<file path="src/rtl/uart_pkg.sv">
// Shared definitions for the uart_tx arbiter slice.
package uart_pkg;

    localparam int UART_FRAME_BITS = 10;

    typedef enum logic [1:0] {
        IDLE       = 2'd0,
        ISSUE      = 2'd1,
        WAIT_START = 2'd2,
        WAIT_DONE  = 2'd3
    } arb_state_t;

endpackage

</file>
<file path="src/rtl/uart_tx_arbiter_if.sv">
// Requester and transmitter signals of the uart_tx arbiter.
interface uart_tx_arbiter_if #(
    parameter int N_REQ = 2
);
    logic [N_REQ-1:0]   req_valid;
    logic [8*N_REQ-1:0] req_data;
    logic [N_REQ-1:0]   req_last;
    logic [N_REQ-1:0]   req_ready;
    logic               uart_write_en;
    logic [7:0]         uart_data;
    logic               uart_busy;
    logic [N_REQ-1:0]   grant;
    logic               lock_active;
    logic               timeout_pulse;

    modport master (
        output req_valid, req_data, req_last, uart_busy,
        input  req_ready, uart_write_en, uart_data,
        input  grant, lock_active, timeout_pulse
    );

    modport slave (
        input  req_valid, req_data, req_last, uart_busy,
        output req_ready, uart_write_en, uart_data,
        output grant, lock_active, timeout_pulse
    );
endinterface

</file>
<file path="src/rtl/rr_picker.sv">
// Round-robin winner search starting just after the pointer.
module rr_picker #(
    parameter int N_REQ = 2,
    localparam int IW   = $clog2(N_REQ)
) (
    input  logic [N_REQ-1:0] req,
    input  logic [IW-1:0]    ptr,
    output logic [N_REQ-1:0] win,
    output logic [IW-1:0]    win_idx,
    output logic             any
);
    logic [IW-1:0] idx;

    // Scan farthest first so the nearest valid slot after ptr overwrites.
    always_comb begin
        win     = '0;
        win_idx = '0;
        any     = 1'b0;
        idx     = '0;
        for (int k = N_REQ; k >= 1; k--) begin
            idx = IW'((int'(ptr) + k) % N_REQ);
            if (req[idx]) begin
                win_idx = idx;
                any     = 1'b1;
            end
        end
        win[win_idx] = any;
    end
endmodule

</file>
<file path="src/rtl/uart_tx_arbiter.sv">
// Round-robin byte arbiter in front of a single uart_tx, with message lock.
module uart_tx_arbiter
    import uart_pkg::*;
#(
    parameter int N_REQ        = 2,
    parameter int LOCK_TIMEOUT = 1024
) (
    input logic              clk,
    input logic              rst,
    uart_tx_arbiter_if.slave bus
);
    localparam int IW = $clog2(N_REQ);
    localparam int CW = (LOCK_TIMEOUT > 0) ? $clog2(LOCK_TIMEOUT + 1) : 1;

    arb_state_t       state, state_nx;
    logic [IW-1:0]    rr_ptr;
    logic             locked;
    logic [N_REQ-1:0] grant_q;
    logic [7:0]       data_q;
    logic [CW-1:0]    cnt;

    logic [N_REQ-1:0] elig, win;
    logic [IW-1:0]    win_idx;
    logic             any, accept, owner_valid, tmo;
    logic [7:0]       win_data;

    // While locked, grant_q doubles as the owner mask.
    assign elig        = locked ? (bus.req_valid & grant_q) : bus.req_valid;
    assign owner_valid = |(bus.req_valid & grant_q);
    assign win_data    = bus.req_data[{win_idx, 3'b000} +: 8];

    assign tmo = (LOCK_TIMEOUT != 0) && (state == IDLE) && locked
               && !owner_valid && (cnt == CW'(LOCK_TIMEOUT));

    rr_picker #(.N_REQ(N_REQ)) u_pick (
        .req     (elig),
        .ptr     (rr_ptr),
        .win     (win),
        .win_idx (win_idx),
        .any     (any)
    );

    always_comb begin
        state_nx          = state;
        accept            = 1'b0;
        bus.req_ready     = '0;
        bus.uart_write_en = 1'b0;
        unique case (state)
            IDLE: begin
                if (!bus.uart_busy && any) begin
                    accept        = 1'b1;
                    bus.req_ready = win;
                    state_nx      = ISSUE;
                end
            end
            ISSUE: begin
                bus.uart_write_en = 1'b1;
                state_nx          = WAIT_START;
            end
            WAIT_START: if (bus.uart_busy) state_nx = WAIT_DONE;
            WAIT_DONE:  if (!bus.uart_busy) state_nx = IDLE;
            default:    state_nx = IDLE;
        endcase
    end

    always_ff @(posedge clk or posedge rst) begin
        if (rst) begin
            state   <= IDLE;
            rr_ptr  <= IW'(N_REQ - 1);
            locked  <= 1'b0;
            grant_q <= '0;
            data_q  <= 8'h00;
            cnt     <= '0;
        end else begin
            state <= state_nx;
            if (accept) begin
                data_q  <= win_data;
                rr_ptr  <= win_idx;
                grant_q <= win;
                locked  <= !bus.req_last[win_idx];
                cnt     <= '0;
            end else if (tmo) begin
                locked  <= 1'b0;
                grant_q <= '0;
                cnt     <= '0;
            end else if (state == IDLE && locked) begin
                cnt <= owner_valid ? '0 : cnt + 1'b1;
            end else if (state == WAIT_DONE && !bus.uart_busy && !locked) begin
                grant_q <= '0;
            end
        end
    end

    assign bus.uart_data     = data_q;
    assign bus.grant         = grant_q;
    assign bus.lock_active   = locked;
    assign bus.timeout_pulse = tmo;
endmodule

</file>
<file path="src/flat_wrapper.sv">
// flat-port wrapper written by rule: the top's interface ports become plain ports
module uart_tx_arbiter_flat import uart_pkg::*;
#(
    parameter int N_REQ        = 2,
    parameter int LOCK_TIMEOUT = 1024
)
  (clk, rst, bus_req_valid, bus_req_data, bus_req_last, bus_uart_busy, bus_req_ready, bus_uart_write_en, bus_uart_data, bus_grant, bus_lock_active, bus_timeout_pulse);
  uart_tx_arbiter_if #(.N_REQ(N_REQ)) bus_i ();
  input logic clk;
  input logic rst;
  input wire logic [$bits(bus_i.req_valid)-1:0] bus_req_valid;
  input wire logic [$bits(bus_i.req_data)-1:0] bus_req_data;
  input wire logic [$bits(bus_i.req_last)-1:0] bus_req_last;
  input wire logic [$bits(bus_i.uart_busy)-1:0] bus_uart_busy;
  output wire logic [$bits(bus_i.req_ready)-1:0] bus_req_ready;
  output wire logic [$bits(bus_i.uart_write_en)-1:0] bus_uart_write_en;
  output wire logic [$bits(bus_i.uart_data)-1:0] bus_uart_data;
  output wire logic [$bits(bus_i.grant)-1:0] bus_grant;
  output wire logic [$bits(bus_i.lock_active)-1:0] bus_lock_active;
  output wire logic [$bits(bus_i.timeout_pulse)-1:0] bus_timeout_pulse;
  assign bus_i.req_valid = bus_req_valid;
  assign bus_i.req_data = bus_req_data;
  assign bus_i.req_last = bus_req_last;
  assign bus_i.uart_busy = bus_uart_busy;
  assign bus_req_ready = bus_i.req_ready;
  assign bus_uart_write_en = bus_i.uart_write_en;
  assign bus_uart_data = bus_i.uart_data;
  assign bus_grant = bus_i.grant;
  assign bus_lock_active = bus_i.lock_active;
  assign bus_timeout_pulse = bus_i.timeout_pulse;
  uart_tx_arbiter #(.N_REQ(N_REQ), .LOCK_TIMEOUT(LOCK_TIMEOUT)) u_core (.clk(clk), .rst(rst), .bus(bus_i));
endmodule
</file>
<file path="config.mk">
export PLATFORM = sky130hd
export DESIGN_NAME = uart_tx_arbiter_flat
export DESIGN_NICKNAME = d
export VERILOG_FILES = /design/src/rtl/uart_pkg.sv /design/src/rtl/uart_tx_arbiter_if.sv /design/src/rtl/rr_picker.sv /design/src/rtl/uart_tx_arbiter.sv /design/src/flat_wrapper.sv
export SDC_FILE = /design/constraint.sdc
export NUM_CORES = 1
export LEC_CHECK = 0
export CORE_MARGIN = 4
export CORE_UTILIZATION = 28
export DETAILED_ROUTE_END_ITERATION = 10
export MAX_ROUTING_LAYER = met4
export PLACE_DENSITY_LB_ADDON = 0.25
export SYNTH_ARGS = -nofsm -noshare
export SYNTH_HDL_FRONTEND = slang
export SYNTH_SLANG_ARGS = --single-unit
export TNS_END_PERCENT = 10
</file>
<file path="constraint.sdc">
create_clock -name clk -period 1.5 [get_ports clk]
set_input_delay 0.225 -clock clk [delete_from_list [all_inputs] [get_ports clk]]
set_output_delay 0.225 -clock clk [all_outputs]
set_load 0.02 [all_outputs]
</file>
---- Yosys cells after proc, flatten, opt, wreduce, memory -nomap -nowiden ----
Cells that the tools add are included.
storage, ports and cells
  register bits after elaboration ......... 25
cells by class
  bitwise gates (word level) .............. 2
  reduce and logical (&&, ||, !) cells .... 18
  equal/unequal tests ..................... 8
  add/subtract/negate cells ............... 3
  muxes and demuxes ....................... 32
  shifts and indexed selects .............. 1
  $lt $le $gt $ge ......................... 4
operators by type and width
  cell                   number
  $mux 11                4
  $mux 2                 10
  $mux 1                 16
  $shiftx 16x5->8        1
  $add 11x1->11 const B  1
  $eq 11x11->1 const B   1
  $pmux 2 s4             1
  $logic_and 1x1->1      7
  $lt 1x2->1 const B     3
  $reduce_bool 3->1      2
  $and 2x2->2            2
  $eq 2x2->1 const B     2
  $logic_not 1->1        4
  $ne 2x2->1 const B     2
  $ne 3x2->1 const B     1
  $reduce_and 3->1       1
  $add 1x1->1 const B    2
  $eq 2x1->1 const B     1
  $logic_not 2->1        1
  $ne 2x1->1 const B     1
  $reduce_and 2->1       1
  $reduce_bool 2->1      1
  $reduce_or 2->1        1
  $demux 1 s1            1
  $ge 1x1->1 const B     1

---- Logic depth before layout (Yosys ltp) ----
  depth in word-level cells ............... 13
  gate-level depth with buffers ........... 7
  mapped depth without buffers ............ 6

---- Hierarchy ----
From an unflattened synthesis, not the netlist that was laid out.
second synthesis, totals
  cells, all modules ...................... 157
  area, all modules ....................... 1527.7 um^2
modules (own cells, without submodules)
  module           sequential area each (um^2)  instances  area each (um^2)  cells each
  uart_tx_arbiter  626.9                        1          1495.2            152
  rr_picker        0.0                          1          32.5              5

---- Worst setup path before layout ----
OpenSTA, ideal clock, no wires.
  kind .................................... reg-to-output
  start ................................... register u_core.locked, in the netlist u_core.bus.lock_active
  end ..................................... output bus_req_ready[1]
  required time ........................... 1.275 ns
  arrival ................................. 1.464 ns
  path buffers ............................ 1
  cell stages (with the launch flop) ...... 5
  slack ................................... -0.189 ns
  cells stage by stage .................... dfrtp_1 -> buf_2 -> o21bai_1 -> a211o_1 -> nor2_1
on the way
  cells in the longest elaborated chain, start to end .. 12
RTL lines
  what                                                            line                   RTL
  from (decl)                                                     uart_tx_arbiter.sv:17  logic locked;
  from (signal assigned)                                          uart_tx_arbiter.sv:80  locked <= !bus.req_last[win_idx];
  $mux 2 (*)                                                      uart_tx_arbiter.sv:28  assign elig = locked ? (bus.req_valid & grant_q) : bus.req_valid;
  $mux 1 (implied by the code) (2 in series)                      rr_picker.sv:22        if (req[idx]) begin
  $mux 1 (2 in series)                                            rr_picker.sv:22
  $lt 1x2->1 (implied by the code) or $ge 1x1->1 (tied branches)  rr_picker.sv:27        win[win_idx] = any;
  $logic_and 1x1->1 (implied by the code)                         rr_picker.sv:27
  $mux 1 (implied by the code)                                    rr_picker.sv:27
  $demux 1 s1                                                     rr_picker.sv:27
  $and 2x2->2 (no source line)                                    --
  $mux 2 (*)                                                      uart_tx_arbiter.sv:50  if (!bus.uart_busy && any) begin
  $mux 2 (*)                                                      uart_tx_arbiter.sv:48  unique case (state)
  to (decl)                                                       flat_wrapper.sv:15     output wire logic [$bits(bus_i.req_ready)-1:0] bus_req_ready;
Mark *: on every way between the ends. The rest lies on a longest branch, timed or not. The select of a mux whose other input is x is not followed.

---- Final worst setup path ----
  start ................................... register u_core.grant_q[0], in the netlist u_core.bus.grant[0]
  end ..................................... output bus_timeout_pulse
on the way
  cells in the longest elaborated chain, start to end .. 5
RTL lines
  what                             line                   RTL
  from (decl)                      uart_tx_arbiter.sv:18  logic [N_REQ-1:0] grant_q;
  from (signal assigned)           uart_tx_arbiter.sv:79  grant_q <= win;
  $and 2x2->2                      uart_tx_arbiter.sv:29  assign owner_valid = |(bus.req_valid & grant_q);
  $reduce_or 2->1                  uart_tx_arbiter.sv:29
  $logic_not 1->1                  uart_tx_arbiter.sv:33  && !owner_valid && (cnt == CW'(LOCK_TIMEOUT));
  $logic_and 1x1->1 (2 in series)  uart_tx_arbiter.sv:33
  to (decl)                        flat_wrapper.sv:20     output wire logic [$bits(bus_i.timeout_pulse)-1:0] bus_timeout_pulse;
No other way between the ends.

==> impl_metrics.yaml <==
logic_synthesis:
  async_flop_share_pct: 100
  ys_ff_latch: 25
  yosysTopAreaCellShare_pct: 40.9
  synth_fa_ha_area_share_pct: 5.97
  synth_top_family_by_area: "compound AO/OA/AOI/OAI gates"
  synth_ff_type: "dfrtp_1"
  synth_seq_area_share_pct: 42.7
  syn-cell-area_um2: 1470
  synth_top_cell_by_area: "dfrtp_1"
  synth_edf_count: 0
  yosysMostFrequentCell: "dfrtp_1"
  synth_nets: 187
  synth-compound-area-share_pct: 18.8
  ys_warn_count: 0
  syn_inst: 157
  synth_mux_area_share_pct: 8.35
  postSynthAreaPerCell_um2: 9.35
  synth_cell_type_count: 44
  synth-xor-area-share_pct: 0.597
  synth_common_cells: "dfrtp_1, nand2_1, o21ai_0, mux2i_1"
  synth-simple-area-share_pct: 18.5
  synth.area.top_cells: "dfrtp_1, mux2i_1, ha_1, nand2_1, o21ai_0"
timing:
  fin_ws_ns: -0.249
  hold_viol_final: 0
  rsz0062_at_grt: "yes"
  tightest_slew_ns: 0.337
  setup-violations-final: 18
  slew_headroom_pct: 77.5
  period_share_pct: 117
  layout_min_cycle_time_ns: 1.75
  max_clock_freq_mhz: 572
  whs_ns: 0.308
  slew_viol_final: 0
  skew_ns: 0.00196
die:
  rows: 26
  initial_core_util_pct: 28.7
  core_area_um2: 5110
  die_w_um: 80.4
  dieArea_um2: 6460
  die_y_um: 80.4
  ios: 38
finish:
  stdcell_count: 306
  final_area_um2: 2430
  fillers: 502
  multi_input_area_um2: 871
  drive_above_1_share_pct: 38.1
  num_antenna_cells: 0
  syn_to_final_growth_pct: 65.4
  seq_area_um2: 631
  nets: 267
  final_core_utilization_pct: 47.5
outcome:
  status: "finished, violations left"
  violations: "setup timing"
routing:
  avgViaCountPerCell: 4.64
  antenna_left: 0
  routedWlPerCell_um: 13.1
  via_count: 1421
  wl_mm: 4.01
  drtIter0Drc: 76
  drcViolationCount: 0
  dr.pass1.iters: 4
clocking:
  numCtsBuffers: 3
  path_clk_slew_ns: 0.09
  cts.sinks: 25
  cts_hold_buf: 0
  ctsHtreeMaxLevel: 1
  clk_path_buf_depth: 2
  root_buffer: "clkbuf_8"
  clk_latency_ns: 0.27
  tritoncts: "built"
worst_setup_path:
  crit_buf_inv: 2
  worst_path_max_delay_cell: "dfrtp_2"
  arrival_ns: 1.52
  startpoint_type: "register"
  crit_chain: "a22oi_2 > buf_4 > nand3_1 > nor2_1 > buf_4"
  endpoint_kind: "output port"
  crit_type: "reg2out"
  cpMostUsedCell: "buf_4"
  required_ns: 1.27
  path_max_fanout: 3
  critical_path.max_stage_delay_ns: 0.43
  crit_family: "flip-flops"
flow_run:
  cap_viol_max_count: 0
global_routing:
  grtUsageTotal_pct: 13.2
  antenna_found_initial: 0
  grt_pass1_wl_mm: 6.58
  grt-ovfl-total: 0
  grt_pass1_vias: 1445
  grt_max_degree: 26
place:
  dp.cells: 293
  port_buffers: 37
  gp_congestion: 0.805
  dpl_cell_area_um2: 2190
  hpwl_mm: 2.94
pwr:
  ir_worst_vdd_v: 0.00108
  p_leak_nw: 1.18
  cellPowerDensity_nw_per_um2: 1530
  total_power_mw: 3.71
hold_path:
  hold_path.class: "in2async"
==> sequential cells by signal, summed over array words and instances, names as in the netlist <==
name and count:
u_core.bus.lock_active 1, u_core.bus.grant 2, u_core.cnt 11, u_core.bus.uart_data 8
u_core.rr_ptr 1, u_core.state 2
==> worst paths after layout <==
kind,from,to,slack (ns),depth (start not counted)
worst max-delay path,u_core.bus.grant[0],bus_timeout_pulse,-0.25,5
worst min-delay path,rst,u_core.cnt[9],0.31,3
worst max register to register,u_core.cnt[5],u_core.cnt[5],-0.22,5
worst min register to register,u_core.bus.uart_data[6],u_core.bus.uart_data[6],0.48,2
max in group asynchronous,rst,u_core.rr_ptr,0.89,3
min in group clk,u_core.bus.uart_data[6],u_core.bus.uart_data[6],0.48,2
==> per-stage QoR <==
stage               setup TNS [ns]  setup slack (ns)
floorplan                  -0.0473           -0.0182
global placement            -10.95            -0.680
detailed placement          -11.66            -0.717
CTS                          -1.55            -0.275
global route                 -4.00            -0.324
finish                       -1.94            -0.249
==> per-layer routing <==
layer / track usage [%] / share of wire, % / vias up
met4: 2.20 / 0.27 / 0
met1: 16.0 / 45 / 683
met3: 2.91 / 3.0 / 2
met2: 22.8 / 52 / 15
met5: - / 0 / -
li1: - / - / 721
==> kinds of logic (layout without fill, tap and decap cells) <==
group,after synthesis,after routing
buf+inv,18,97
compound gates,40,40
simple gates,54,54
mux,12,12
xor+xnor,1,1
flops,25,25
fa+ha+maj,7,7
==> placed cells by master, fill, tap and decap left out, drive strengths merged, types with 2 or more instances in the layout <==
cell type,n
clkdlybuf4s50,22
dlymetal6s2s,6
buf,52
mux2i,10
mux2,2
o21ai,12
dfrtp,24
and3,3
ha,7
nand3b,3
nor3,2
a41oi,2
nor2,8
dlygate4sd2,4
o22ai,2
a31oi,8
and2,2
clkbuf,4
nand3,9
nand2,21
o21bai,2
a22o,2
inv,8
==> report_power, final <==
| part | switching, mW | internal, mW |
|---|---|---|
| Sequential | 0.120 | 0.893 |
| Combinational | 1.09 | 1.20 |
| Clock | 0.227 | 0.186 |
| Total | 1.43 | 2.28 |
==> timing repair <==
item | in CTS | in global routing
buffers inserted | 3 | 6
endpoints found under the setup margin | 30 | 35
resized for setup | 52 | 24
pin swaps | 10 | 11
==> area by class of cell <==
cell class                 count  share of cell area (%)
clock inverter                 1                   0.206
sequential                    25                    26.0
clock buffer                   3                    1.70
multi-input combinational    114                    35.9
timing repair buffer          85                    31.4
tap                           70                    3.61
inverter                       8                    1.24
==> worst register-to-register path, cell delays in order (launching register included) <==
cell      delay (ns)
dfrtp_1         0.40
nor4_2          0.31
nand4b_1        0.18
buf_4           0.22
and2_1          0.20
a221o_1         0.30
(Power assumes the default switching activity.)
